`src/rtl/npu_network_defines.sv`:
```
// ============================================================================
// Module   : npu_network_defines (package)
// Purpose  : Shared router network dimensions and flit types.
// Revision : 1.0 - initial release
// ============================================================================
`default_nettype none

`ifndef PORT_NUM
`define PORT_NUM 5
`endif
`ifndef VC_PER_PORT
`define VC_PER_PORT 2
`endif

package npu_network_defines;

  localparam int PORT_NUM    = `PORT_NUM;
  localparam int VC_PER_PORT = `VC_PER_PORT;

  // Index width that stays at least one bit for degenerate sizes.
  function automatic int width_of(input int n);
    return (n > 1) ? $clog2(n) : 1;
  endfunction

  localparam int PORT_NUM_W = width_of(PORT_NUM);
  localparam int VC_ID_W    = width_of(VC_PER_PORT);

  typedef logic [PORT_NUM_W-1:0] port_t;

  typedef enum logic [1:0] {
    FLIT_HEADER = 2'd0,
    FLIT_BODY   = 2'd1,
    FLIT_TAIL   = 2'd2,
    FLIT_HT     = 2'd3
  } flit_type_t;

endpackage

`default_nettype wire

```
`src/rtl/sa_rr_arbiter.sv`:
```
// ============================================================================
// Module   : sa_rr_arbiter
// Purpose  : N-way round-robin arbiter; pointer moves past the winner only
//            when the caller confirms the grant via update_en.
// Revision : 1.0 - initial release
// ============================================================================
`default_nettype none

module sa_rr_arbiter #(
  parameter int N = 4
) (
  input  logic         clk,
  input  logic         reset,
  input  logic [N-1:0] req,
  input  logic         update_en,
  output logic [N-1:0] grant
);

  localparam int PTR_W = (N > 1) ? $clog2(N) : 1;

  logic [PTR_W-1:0] r_ptr;
  logic [PTR_W-1:0] w_gnt_idx;
  logic             w_found;
  int               w_k;

  always_comb begin
    grant     = '0;
    w_gnt_idx = '0;
    w_found   = 1'b0;
    w_k       = 0;
    for (int i = 0; i < N; i++) begin
      w_k = (int'(r_ptr) + i) % N;
      if (!w_found && req[PTR_W'(w_k)]) begin
        w_found             = 1'b1;
        grant[PTR_W'(w_k)]  = 1'b1;
        w_gnt_idx           = PTR_W'(w_k);
      end
    end
  end

  always_ff @(posedge clk or posedge reset) begin
    if (reset) begin
      r_ptr <= '0;
    end else if (update_en && w_found) begin
      r_ptr <= (w_gnt_idx == PTR_W'(N - 1)) ? '0 : w_gnt_idx + 1'b1;
    end
  end

endmodule

`default_nettype wire

```
`src/rtl/wormhole_switch_allocator.sv`:
```
// ============================================================================
// Module   : wormhole_switch_allocator
// Purpose  : Separable input-first round-robin switch allocator with
//            per-(output,VC) wormhole locks and on/off back-pressure.
//            Optional SA_PERF_COUNTERS_EN adds per-output stall/flit counters.
// Revision : 1.0 - initial release
// ============================================================================
`default_nettype none

module wormhole_switch_allocator #(
  parameter int  PORT_NUM    = `PORT_NUM,
  parameter int  VC_PER_PORT = `VC_PER_PORT,
  localparam int PORT_NUM_W  = npu_network_defines::width_of(PORT_NUM),
  localparam int VC_ID_W     = npu_network_defines::width_of(VC_PER_PORT)
) (
  input  logic                                           clk,
  input  logic                                           reset,
  input  logic [PORT_NUM-1:0][VC_PER_PORT-1:0][PORT_NUM-1:0] ip_dest_port,
  input  logic [PORT_NUM-1:0][VC_PER_PORT-1:0]           ip_is_tail,
  input  logic [PORT_NUM-1:0][VC_PER_PORT-1:0]           ip_is_head,
  input  logic [PORT_NUM-1:0][VC_PER_PORT-1:0]           on_off_in,
  output logic [PORT_NUM-1:0][VC_PER_PORT-1:0]           sa_grant,
  output logic [PORT_NUM-1:0]                            xb_valid,
  output logic [PORT_NUM-1:0][PORT_NUM_W-1:0]            xb_sel_port,
  output logic [PORT_NUM-1:0][VC_ID_W-1:0]               xb_sel_vc
`ifdef SA_PERF_COUNTERS_EN
  ,
  output logic [PORT_NUM-1:0][31:0]                      sa_stall_cnt,
  output logic [PORT_NUM-1:0][31:0]                      sa_flit_cnt
`endif
);

  logic [PORT_NUM-1:0][VC_PER_PORT-1:0]                 r_lock_valid;
  logic [PORT_NUM-1:0][VC_PER_PORT-1:0][PORT_NUM_W-1:0] r_lock_owner;

  logic [PORT_NUM-1:0][VC_PER_PORT-1:0] w_elig;
  logic [PORT_NUM-1:0][VC_PER_PORT-1:0] w_in_gnt;
  logic [PORT_NUM-1:0][PORT_NUM-1:0]    w_tgt;      // [input][output]
  logic [PORT_NUM-1:0][PORT_NUM-1:0]    w_out_req;  // [output][input]
  logic [PORT_NUM-1:0][PORT_NUM-1:0]    w_out_gnt;  // [output][input]
  logic [PORT_NUM-1:0]                  w_port_won;
  logic [PORT_NUM-1:0]                  w_out_any;
  logic [PORT_NUM-1:0]                  w_win_head;
  logic [PORT_NUM-1:0]                  w_win_tail;
  logic [PORT_NUM-1:0][PORT_NUM_W-1:0]  w_win_port;
  logic [PORT_NUM-1:0][VC_ID_W-1:0]     w_win_vc;

  // A head may claim a free (o,v); otherwise only the lock owner may send.
  always_comb begin
    w_elig = '0;
    for (int p = 0; p < PORT_NUM; p++) begin
      for (int v = 0; v < VC_PER_PORT; v++) begin
        for (int o = 0; o < PORT_NUM; o++) begin
          if (ip_dest_port[p][v][o] && !on_off_in[o][v]) begin
            if (!r_lock_valid[o][v] && ip_is_head[p][v])
              w_elig[p][v] = 1'b1;
            if (r_lock_valid[o][v] && (r_lock_owner[o][v] == PORT_NUM_W'(p)))
              w_elig[p][v] = 1'b1;
          end
        end
      end
    end
  end

  generate
    for (genvar gp = 0; gp < PORT_NUM; gp++) begin : g_in_arb
      sa_rr_arbiter #(.N(VC_PER_PORT)) u_in_arb (
        .clk       (clk),
        .reset     (reset),
        .req       (w_elig[gp]),
        .update_en (w_port_won[gp]),
        .grant     (w_in_gnt[gp])
      );
    end
  endgenerate

  always_comb begin
    w_tgt     = '0;
    w_out_req = '0;
    for (int p = 0; p < PORT_NUM; p++)
      for (int v = 0; v < VC_PER_PORT; v++)
        if (w_in_gnt[p][v]) w_tgt[p] = w_tgt[p] | ip_dest_port[p][v];
    for (int o = 0; o < PORT_NUM; o++)
      for (int p = 0; p < PORT_NUM; p++)
        w_out_req[o][p] = w_tgt[p][o];
  end

  generate
    for (genvar go = 0; go < PORT_NUM; go++) begin : g_out_arb
      sa_rr_arbiter #(.N(PORT_NUM)) u_out_arb (
        .clk       (clk),
        .reset     (reset),
        .req       (w_out_req[go]),
        .update_en (w_out_any[go]),
        .grant     (w_out_gnt[go])
      );
    end
  endgenerate

  always_comb begin
    w_port_won = '0;
    w_out_any  = '0;
    w_win_head = '0;
    w_win_tail = '0;
    w_win_port = '0;
    w_win_vc   = '0;
    for (int o = 0; o < PORT_NUM; o++) begin
      w_out_any[o] = |w_out_gnt[o];
      for (int p = 0; p < PORT_NUM; p++) begin
        if (w_out_gnt[o][p]) begin
          w_port_won[p] = 1'b1;
          w_win_port[o] = PORT_NUM_W'(p);
          for (int v = 0; v < VC_PER_PORT; v++) begin
            if (w_in_gnt[p][v]) begin
              w_win_vc[o]   = VC_ID_W'(v);
              w_win_head[o] = ip_is_head[p][v];
              w_win_tail[o] = ip_is_tail[p][v];
            end
          end
        end
      end
    end
  end

  always_comb begin
    sa_grant    = '0;
    xb_valid    = '0;
    xb_sel_port = '0;
    xb_sel_vc   = '0;
    if (!reset) begin
      for (int p = 0; p < PORT_NUM; p++)
        sa_grant[p] = w_port_won[p] ? w_in_gnt[p] : '0;
      xb_valid    = w_out_any;
      xb_sel_port = w_win_port;
      xb_sel_vc   = w_win_vc;
    end
  end

  // Tail (including HT) releases; a pure head claims the (o,v) for its port.
  always_ff @(posedge clk or posedge reset) begin
    if (reset) begin
      r_lock_valid <= '0;
      r_lock_owner <= '0;
    end else begin
      for (int o = 0; o < PORT_NUM; o++) begin
        for (int v = 0; v < VC_PER_PORT; v++) begin
          if (w_out_any[o] && (w_win_vc[o] == VC_ID_W'(v))) begin
            if (w_win_tail[o]) begin
              r_lock_valid[o][v] <= 1'b0;
            end else if (w_win_head[o]) begin
              r_lock_valid[o][v] <= 1'b1;
              r_lock_owner[o][v] <= w_win_port[o];
            end
          end
        end
      end
    end
  end

`ifdef SA_PERF_COUNTERS_EN
  logic [PORT_NUM-1:0]        w_req_any;
  logic [PORT_NUM-1:0]        w_req_open;
  logic [PORT_NUM-1:0][31:0]  r_stall_cnt;
  logic [PORT_NUM-1:0][31:0]  r_flit_cnt;

  always_comb begin
    w_req_any  = '0;
    w_req_open = '0;
    for (int p = 0; p < PORT_NUM; p++)
      for (int v = 0; v < VC_PER_PORT; v++)
        for (int o = 0; o < PORT_NUM; o++)
          if (ip_dest_port[p][v][o]) begin
            w_req_any[o] = 1'b1;
            if (!on_off_in[o][v]) w_req_open[o] = 1'b1;
          end
  end

  always_ff @(posedge clk or posedge reset) begin
    if (reset) begin
      r_stall_cnt <= '0;
      r_flit_cnt  <= '0;
    end else begin
      for (int o = 0; o < PORT_NUM; o++) begin
        if (w_req_any[o] && !w_req_open[o] && (r_stall_cnt[o] != '1))
          r_stall_cnt[o] <= r_stall_cnt[o] + 32'd1;
        if (w_out_any[o] && (r_flit_cnt[o] != '1))
          r_flit_cnt[o] <= r_flit_cnt[o] + 32'd1;
      end
    end
  end

  assign sa_stall_cnt = r_stall_cnt;
  assign sa_flit_cnt  = r_flit_cnt;
`endif

endmodule

`default_nettype wire

```
`config.mk`:
```
export PLATFORM = sky130hd
export DESIGN_NAME = wormhole_switch_allocator
export DESIGN_NICKNAME = d
export VERILOG_FILES = /design/src/rtl/npu_network_defines.sv /design/src/rtl/sa_rr_arbiter.sv /design/src/rtl/wormhole_switch_allocator.sv
export SDC_FILE = /design/constraint.sdc
export NUM_CORES = 1
export LEC_CHECK = 0
export BUFFER_PORTS_ARGS = -buffer_cell sky130_fd_sc_hd__buf_4
export CORE_MARGIN = 8
export CORE_UTILIZATION = 30
export DETAILED_ROUTE_END_ITERATION = 8
export HOLD_SLACK_MARGIN = 0.1
export PLACE_DENSITY = 0.53
export SLEW_MARGIN = 20
export SYNTH_ARGS = -nofsm -noshare
export SYNTH_HDL_FRONTEND = slang
export SYNTH_HIERARCHICAL = 1
export SYNTH_SLANG_ARGS = --single-unit
```
`constraint.sdc`:
```
create_clock -name clk -period 17.8 [get_ports clk]
set_clock_uncertainty 0.1 [all_clocks]
set_input_delay 5.34 -clock clk [delete_from_list [all_inputs] [get_ports clk]]
set_output_delay 5.34 -clock clk [all_outputs]
set_load 0.05 [all_outputs]
```
# Word-level counts from Yosys, hierarchy flattened
# Index checks and enable logic that the tools add are counted.
[word_totals]
ff_bits = 40
out_inout_bits = 35
[classes]
addsub = 35
n_div = 25
magnitude_cmp = 70
n_eq_ne = 25
n_mux = 629
bitwise_logic = 40
n_reduce_logical = 210
[ops]
columns = ["cell", "n"]
rows = [
  ["remainder unit 32 x 4 -> 32 bit (second input constant)", 20],
  ["2-to-1 mux 1 bit", 470],
  ["2-to-1 mux 5 bit", 37],
  ["remainder unit 4 x 4 -> 32 bit (second input constant)", 5],
  ["logical AND 1 bit", 150],
  ["2-to-1 mux 3 bit", 45],
  ["less-than comparator 3 x 5 -> 1 bit (second input constant)", 25],
  ["OR 5 bit", 25],
  ["binary-select mux 1 bit (select 3 bit)", 25],
  ["demux 1 bit (select 3 bit)", 25],
  ["greater-or-equal comparator 3 x 1 -> 1 bit (second input constant)", 25],
  ["adder 3 x 2 -> 4 bit (second input constant)", 10],
  ["logical NOT 1 bit", 35],
  ["== test 3 x 2 -> 1 bit (second input constant)", 10],
  ["== test 3 bit (second input constant)", 10],
  ["less-than comparator 1 x 3 -> 1 bit (second input constant)", 10],
  ["2-to-1 mux 2 bit", 15],
  ["OR reduction 5 bit", 5],
  ["adder 3 x 1 -> 4 bit (second input constant)", 5],
  ["adder 3 x 3 -> 4 bit (second input constant)", 5],
  ["adder 3 x 1 -> 3 bit (second input constant)", 5],
  ["== test 3 x 1 -> 1 bit (second input constant)", 5],
  ["logical NOT 3 bit", 5],
  ["2-to-1 mux 15 bit", 1],
  ["other kinds (9)", 61],
]

# Longest topological paths before layout
# Gate-level depths: netlist of run 1.
[depth]
depth_word = 58
depth_mapped = 30
depth_no_buf = 26

# Cells and area by module
# Netlist of run 1, hierarchy kept.
[modules_own_cells]
columns = ["mod", "n_inst", "cells_per_inst", "area_per_inst_um2", "seq_area_each_um2"]
rows = [
  ["sa_rr_arbiter (g_out_arb[1].u_out_arb ...)", 3, 299, 2189.6, 75.1],
  ["wormhole_switch_allocator", 1, 640, 4882.2, 1001.0],
  ["sa_rr_arbiter (g_out_arb[0].u_out_arb ...)", 2, 324, 2322.2, 75.1],
  ["sa_rr_arbiter (g_in_arb[0].u_in_arb ...)", 5, 7, 58.8, 25.0],
]

# Least setup slack after synthesis of run 1
# No wires, ideal clock.
[synth_timing]
kind = "input-to-output"
from = "input ip_is_head[2] (netlist name)"
to = "output xb_sel_port[10] (netlist name)"
t_arrival_ps = 9943
required_ps = 12360
slack_ps = 2417
path_stages = 20
n_path_buf = 4
cell_sequence = "mux2i_1 > nor3b_1 > a311o_1 > a311o_1 > nor2b_1 > buf_4 > buf_6 > a22o_1 > mux2_2 > nor4b_2 > o32a_2 > o31a_2 > nand2_1 > or3b_1 > buf_2 > nand2b_1 > o211ai_1 > clkbuf_1 > nor2_1 > nor3_1"
[synth_rtl]
columns = ["element", "line_no", "rtl"]
rows = [
  ["start, declared", "wormhole_switch_allocator.sv:20", "input logic [PORT_NUM-1:0][VC_PER_PORT-1:0] ip_is_head,"],
  ["end, declared", "wormhole_switch_allocator.sv:24", "output logic [PORT_NUM-1:0][PORT_NUM_W-1:0] xb_sel_port,"],
]

==> out/qor.csv, run 1 <==
stage,metric,value,unit
yosys,gate count after technology mapping,2072,
cells_and_area,fraction of layout cells with a size suffix above 1,0.129,
cts,clock slew seen by the registers of the worst setup and hold paths,60,ps
detailed_routing,Avg Vias per Cell,6.09,
cts,Clock Path Buffers,2,
floorplan,placeable core region,0.0498,mm2
cts,CTS root buf,clkbuf_16,
floorplan,Die W,240,um
yosys,Syn Nets,2269,
detailed_routing,DRC,0,
detailed_routing,Pre-Repair DR Iteration Count,6,
detailed_routing,final WL,57700,um
grt,number of antenna violations at the first check in global routing,5,
yosys,Yosys Warn Count,6,
cts,CTS Hold Bufs,0,
worst_setup_path,Max Fanout on Critical Path,8,
grt,gr ovfl total,0,
sta,worst slew pin tran,1170,ps
sta,RSZ-0062 raised after global routing,false,
floorplan,Die Area,0.0575,mm2
worst_setup_path,CP max stage cell,nor2b_1,
grt,largest net degree at the start of global routing,39,
min_path,worst hold start,g_in_arb[0].u_in_arb/r_ptr$_DFFE_PP0P_,
grt,number of global-route vias before repair,15600,
sta,final period utilization,0.928,
detailed_routing,average wire per standard cell,21.0,um
sta,worst rel slew slack,0.222,
cells_and_area,Layout fillers,5345,
min_path,HP Class,flop to flop,
cells_and_area,multi-input logic area,0.0129,mm2
grt,GRT Resource Usage Total,0.191,
cells_and_area,Layout area overhead,8.23,%
worst_setup_path,Critical Path AT,11080,ps
cts,CTS tree,yes,
cts,PostCTS Resize Cnt,0,
outcome,outcome,finished clean,
cts,"Clk Latency, worst-skew pair",290,ps
worst_setup_path,cells along the critical path,buf_4 > mux2i_1 > o32ai_1 > a311oi_1 > o21ai_0 > nor2b_1 > a22o_1 > mux2i_1 > nand4_1 > o211ai_1 > a211oi_1 > nand3_1 > o211ai_1 > nor4_1 > nor3_1 > o211ai_1 > nor2_1 > nor4b_1 > nor2_1 > buf_4,
worst_setup_path,cell mode on critical path,o211ai_1,
sta,Final Max Tran Viols,0,
grt,GRT busiest layer,met2,
worst_setup_path,critical path's largest stage delay,870,ps
placed_design,DP HPWL,45500,um
worst_setup_path,startpoint types,input pin,
cts,H-tree depth,2,
floorplan,row cnt,82,
floorplan,# IOs,117,
worst_setup_path,r2r setup slk,9830,ps
detailed_routing,Starting DRT DRC Count,1610,
sta,Final Hold Fails,0,
detailed_routing,Final ANT Viol Nets,0,
cells_and_area,register area,0.00100,mm2
job,max cap viols,0,
grt,GR Util met2,0.310,
sta,endpoints failing setup,0,
yosys,Syn Std Cell Area,0.0150,mm2
grt,first-pass GRT wire length,88600,um
cts,CTS sink cnt,40,
worst_setup_path,Required @ worst endpoint,12360,ps
yosys,Synth Area per Inst,7.25,um2
sta,final setup TNS,0,ps
cts,Num CTS Buffers,5,
grt,met1 GRT Util,0.256,
grt,met3 Resource Use GR,0.0284,
placed_design,PortBufs,95,
worst_setup_path,crit end category,output pin,
floorplan,Die Span Y,240,um
cts,"Setup Fix Bufs, Post-CTS",0,
worst_setup_path,Crit Path Class,input pin to output pin,
worst_setup_path,worst reg2reg path startpoint,g_out_arb[4].u_out_arb/r_ptr[0]$_DFFE_PP0P_,
sta,FMAX,60.5,MHz
floorplan,Initial Util,0.302,
placed_design,RD Place Congestion,0.972,
sta,min Tclk post-route,16520,ps
worst_setup_path,CP Launch Point,ip_is_head[0],
detailed_routing,via count,16700,
cells_and_area,Total Nets Final,2268,
state kept, by name, summed over array words and instances (netlist names):
signal / flops
r_lock_owner: 15
g_out_arb.u_out_arb/r_ptr: 15
r_lock_valid: 5
g_in_arb.u_in_arb/r_ptr: 5
path summary, 6_finish.rpt:
check,endpoint,depth (start not counted)
max,xb_valid[4],20
min,g_in_arb[0].u_in_arb/r_ptr$_DFFE_PP0P_,1
max reg2reg,g_out_arb[4].u_out_arb/r_ptr[0]$_DFFE_PP0P_,24
min reg2reg,g_in_arb[0].u_in_arb/r_ptr$_DFFE_PP0P_,1
max in group asynchronous,r_lock_owner[19]$_DFFE_PP0P_,2
min in group asynchronous,g_in_arb[0].u_in_arb/r_ptr$_DFFE_PP0P_,2
worst max-delay path: cells and delay by family:
kind                   cells  cell delay [ps]
AND/OR/NAND/NOR            8             2790
buffers and inverters      2              430
AO/OA/AOI/OAI              8             2230
multiplexers               2              270
metrics by stage:
step,instance area [um2],hold WS (ps),setup slack [ps],cells,utilization
3_5_place_dp,16100,380,1380,2736,0.323
5_1_grt,16200,402,913,2748,0.327
3_3_place_gp,16100,360,1430,2736,0.323
2_1_floorplan,15000,345,2420,2072,-
6_report,16200,384,1280,2748,0.327
4_1_cts,16200,391,1370,2744,0.326
layer usage:
layer	share of wire	vias up
li1	-	7951
met2	0.45	678
met5	0	-
met4	0.031	0
met3	0.076	102
met1	0.45	7991
cell usage in the layout (no fill, tap or decap), types with 37 or more instances in the layout:
master / instances
nor3_1: 83
ha_1: 115
buf_4: 117
nor2b_1: 44
nand2b_1: 37
inv_1: 112
nand2_1: 150
xnor2_1: 48
nor2_1: 126
dfrtp_1: 40
nand3_1: 57
o211ai_1: 53
o21ai_0: 109
a21oi_1: 79
mux2i_1: 63
layout make-up:
cell class / count / area share
Multi-Input combinational cell: 1780 / 0.793
Sequential cell: 40 / 0.0616
Timing Repair Buffer: 117 / 0.0541
Tap cell: 672 / 0.0518
Inverter: 127 / 0.0293
Clock buffer: 7 / 0.00878
Antenna cell: 4 / 0.000616
Clock inverter: 1 / 0.000462
Power of run 1 is not shown: default switching activity piles up to over one toggle a cycle in this logic, so the estimate is an artifact.
==> inputs of run 2 (changes only) <==
--- a/config.mk
+++ b/config.mk
@@ -8,6 +8,7 @@
 export BUFFER_PORTS_ARGS = -buffer_cell sky130_fd_sc_hd__buf_4
 export CORE_MARGIN = 8
 export CORE_UTILIZATION = 30
+export CTS_BUF_LIST = sky130_fd_sc_hd__clkbuf_16
 export DETAILED_ROUTE_END_ITERATION = 8
 export HOLD_SLACK_MARGIN = 0.1
 export PLACE_DENSITY = 0.53
==> out/qor.csv, run 2 (same netlist as run 1, synthesis figures left out) <==
stage,metric,value,unit,change
worst_setup_path,Worst Path Buf+Inv,2,,unchanged
detailed_routing,Starting DRT DRC Count,1562,,was 1610
worst_setup_path,cells along the critical path,buf_4 > mux2i_1 > o32ai_1 > a311oi_1 > o21ai_0 > nor2b_1 > a22o_1 > mux2i_1 > nand4_1 > o211ai_1 > a211oi_1 > nand3_1 > o211ai_1 > nor4_1 > nor3_1 > o211ai_1 > nor2_1 > nor4b_1 > nor2_1 > buf_4,,unchanged
sta,FMAX,60.6,MHz,was 60.5 MHz
sta,min Tclk post-route,16510,ps,was 16520 ps
worst_setup_path,cell mode on critical path,o211ai_1,,unchanged
grt,largest net degree at the start of global routing,39,,unchanged
detailed_routing,DRC,0,,unchanged
worst_setup_path,startpoint types,input pin,,unchanged
sta,final setup TNS,0,ps,unchanged
sta,RSZ-0062 raised after global routing,false,,unchanged
floorplan,Die Span Y,240,um,unchanged
worst_setup_path,crit end category,output pin,,unchanged
cts,CTS sink cnt,40,,unchanged
cells_and_area,Total Nets Final,2268,,unchanged
cts,"Clk Latency, worst-skew pair",290,ps,about the same
cts,Clock Path Buffers,2,,unchanged
cells_and_area,Layout area overhead,8.16,%,was 8.23%
grt,first-pass GRT wire length,88600,um,about the same
cts,CTS Hold Bufs,0,,unchanged
grt,GRT Resource Usage Total,0.191,,unchanged
worst_setup_path,"delay-heaviest family, CP",simple AND/OR/NAND/NOR gates,,unchanged
outcome,outcome,finished clean,,unchanged
sta,worst slew pin tran,1160,ps,was 1170 ps
worst_setup_path,critical path's largest stage delay,870,ps,about the same
worst_setup_path,Required @ worst endpoint,12360,ps,about the same
grt,number of global-route vias before repair,15600,,about the same
job,max cap viols,0,,unchanged
sta,worst rel slew slack,0.223,,was 0.222
grt,gr ovfl total,0,,unchanged
floorplan,placeable core region,0.0498,mm2,unchanged
placed_design,DP HPWL,45500,um,unchanged
cts,Num CTS Buffers,5,,unchanged
floorplan,Die W,240,um,unchanged
cells_and_area,biggest regs,"g_out_arb.u_out_arb/r_ptr: 15 flops, r_lock_owner: 15 flops",,unchanged
detailed_routing,final WL,57700,um,about the same
cells_and_area,"leading cell type in the layout, fill and taps excluded",nand2_1,,unchanged
worst_setup_path,CP max stage cell,nor2b_1,,unchanged
detailed_routing,Pre-Repair DR Iteration Count,6,,unchanged
worst_setup_path,CP Launch Point,ip_is_head[0],,unchanged
cts,PostCTS Resize Cnt,0,,unchanged
cells_and_area,Layout fillers,5344,,was 5345
cts,CTS root buf,clkbuf_16,,unchanged
sta,setup ws final,1290,ps,was 1280 ps
floorplan,# IOs,117,,unchanged
cells_and_area,fraction of layout cells with a size suffix above 1,0.128,,was 0.129
floorplan,Die Area,0.0575,mm2,unchanged
cts,H-tree depth,2,,unchanged
placed_design,RD Place Congestion,0.972,,unchanged
worst_setup_path,r2r setup slk,9760,ps,was 9830 ps
min_path,HP Class,flop to flop,,unchanged
sta,final period utilization,0.927,,was 0.928
cells_and_area,"commonest cells after routing, fill and taps aside","nand2_1, nor2_1, buf_4",,unchanged
sta,endpoints failing setup,0,,unchanged
cts,"Setup Fix Bufs, Post-CTS",0,,unchanged
worst_setup_path,Crit Path Class,input pin to output pin,,unchanged
cts,CTS tree,yes,,unchanged
worst_setup_path,Critical Path AT,11070,ps,was 11080 ps
sta,Final Max Tran Viols,0,,unchanged
worst_setup_path,worst reg2reg path startpoint,g_out_arb[4].u_out_arb/r_ptr[0]$_DFFE_PP0P_,,unchanged
detailed_routing,Final ANT Viol Nets,0,,unchanged
worst_setup_path,Max Fanout on Critical Path,8,,unchanged
cts,clock slew seen by the registers of the worst setup and hold paths,60,ps,about the same
grt,number of antenna violations at the first check in global routing,5,,unchanged
detailed_routing,via count,16600,,was 16700
floorplan,row cnt,82,,unchanged
placed_design,PortBufs,95,,unchanged
floorplan,Initial Util,0.302,,unchanged
placed_design,DP Worst Slack,1380,ps,unchanged
sta,Final Hold Fails,0,,unchanged
min_path,worst hold start,g_in_arb[0].u_in_arb/r_ptr$_DFFE_PP0P_,,unchanged
detailed_routing,Avg Vias per Cell,6.04,,was 6.09
detailed_routing,average wire per standard cell,21.0,um,about the same
-- run 2: cell types whose count changed in the layout (fill, tap and decap cells not counted), sizes merged --
cell    delta
clkinv     +1
inv        +1
clkbuf     -2
-- run 2: area by class of cell --
type                            instances  area [um2]  share of cell area
Multi-Input combinational cell       1780       12900               0.794
Sequential cell                        40        1000              0.0616
Timing Repair Buffer                  117         878              0.0541
Tap cell                              672         841              0.0518
Inverter                              127         477              0.0294
Clock buffer                            5         125             0.00771
Clock inverter                          3        15.0            0.000925
Antenna cell                            4        10.0            0.000616
-- run 2: metrics by stage --
step / utilization / area [um2] / hold slack [ps] / instances
detailed placement: 0.323 / 16100 / 380 / 2736
floorplan: - / 15000 / 345 / 2072
CTS: 0.326 / 16200 / 391 / 2744
global route: 0.326 / 16200 / 402 / 2748
global placement: 0.323 / 16100 / 360 / 2736
finish: 0.326 / 16200 / 386 / 2748
-- run 2: worst paths after layout --
path | endpoint | cells past startpoint
min | g_in_arb[0].u_in_arb/r_ptr$_DFFE_PP0P_ | 1
min reg2reg | g_in_arb[0].u_in_arb/r_ptr$_DFFE_PP0P_ | 1
max | xb_valid[4] | 20
max reg2reg | g_out_arb[4].u_out_arb/r_ptr[0]$_DFFE_PP0P_ | 24
max in group asynchronous | r_lock_owner[19]$_DFFE_PP0P_ | 2
min in group asynchronous | g_in_arb[0].u_in_arb/r_ptr$_DFFE_PP0P_ | 2
-- run 2: metal layers --
| metal | track usage | vias to the layer above | share of wire |
|---|---|---|---|
| met4 | 0.0601 | 0 | 0.030 |
| met3 | 0.0284 | 89 | 0.073 |
| li1 | - | 7951 | - |
| met5 | 0 | - | 0 |
| met2 | 0.310 | 598 | 0.45 |
| met1 | 0.256 | 7973 | 0.45 |
Power of run 2 is left out for the same reason.
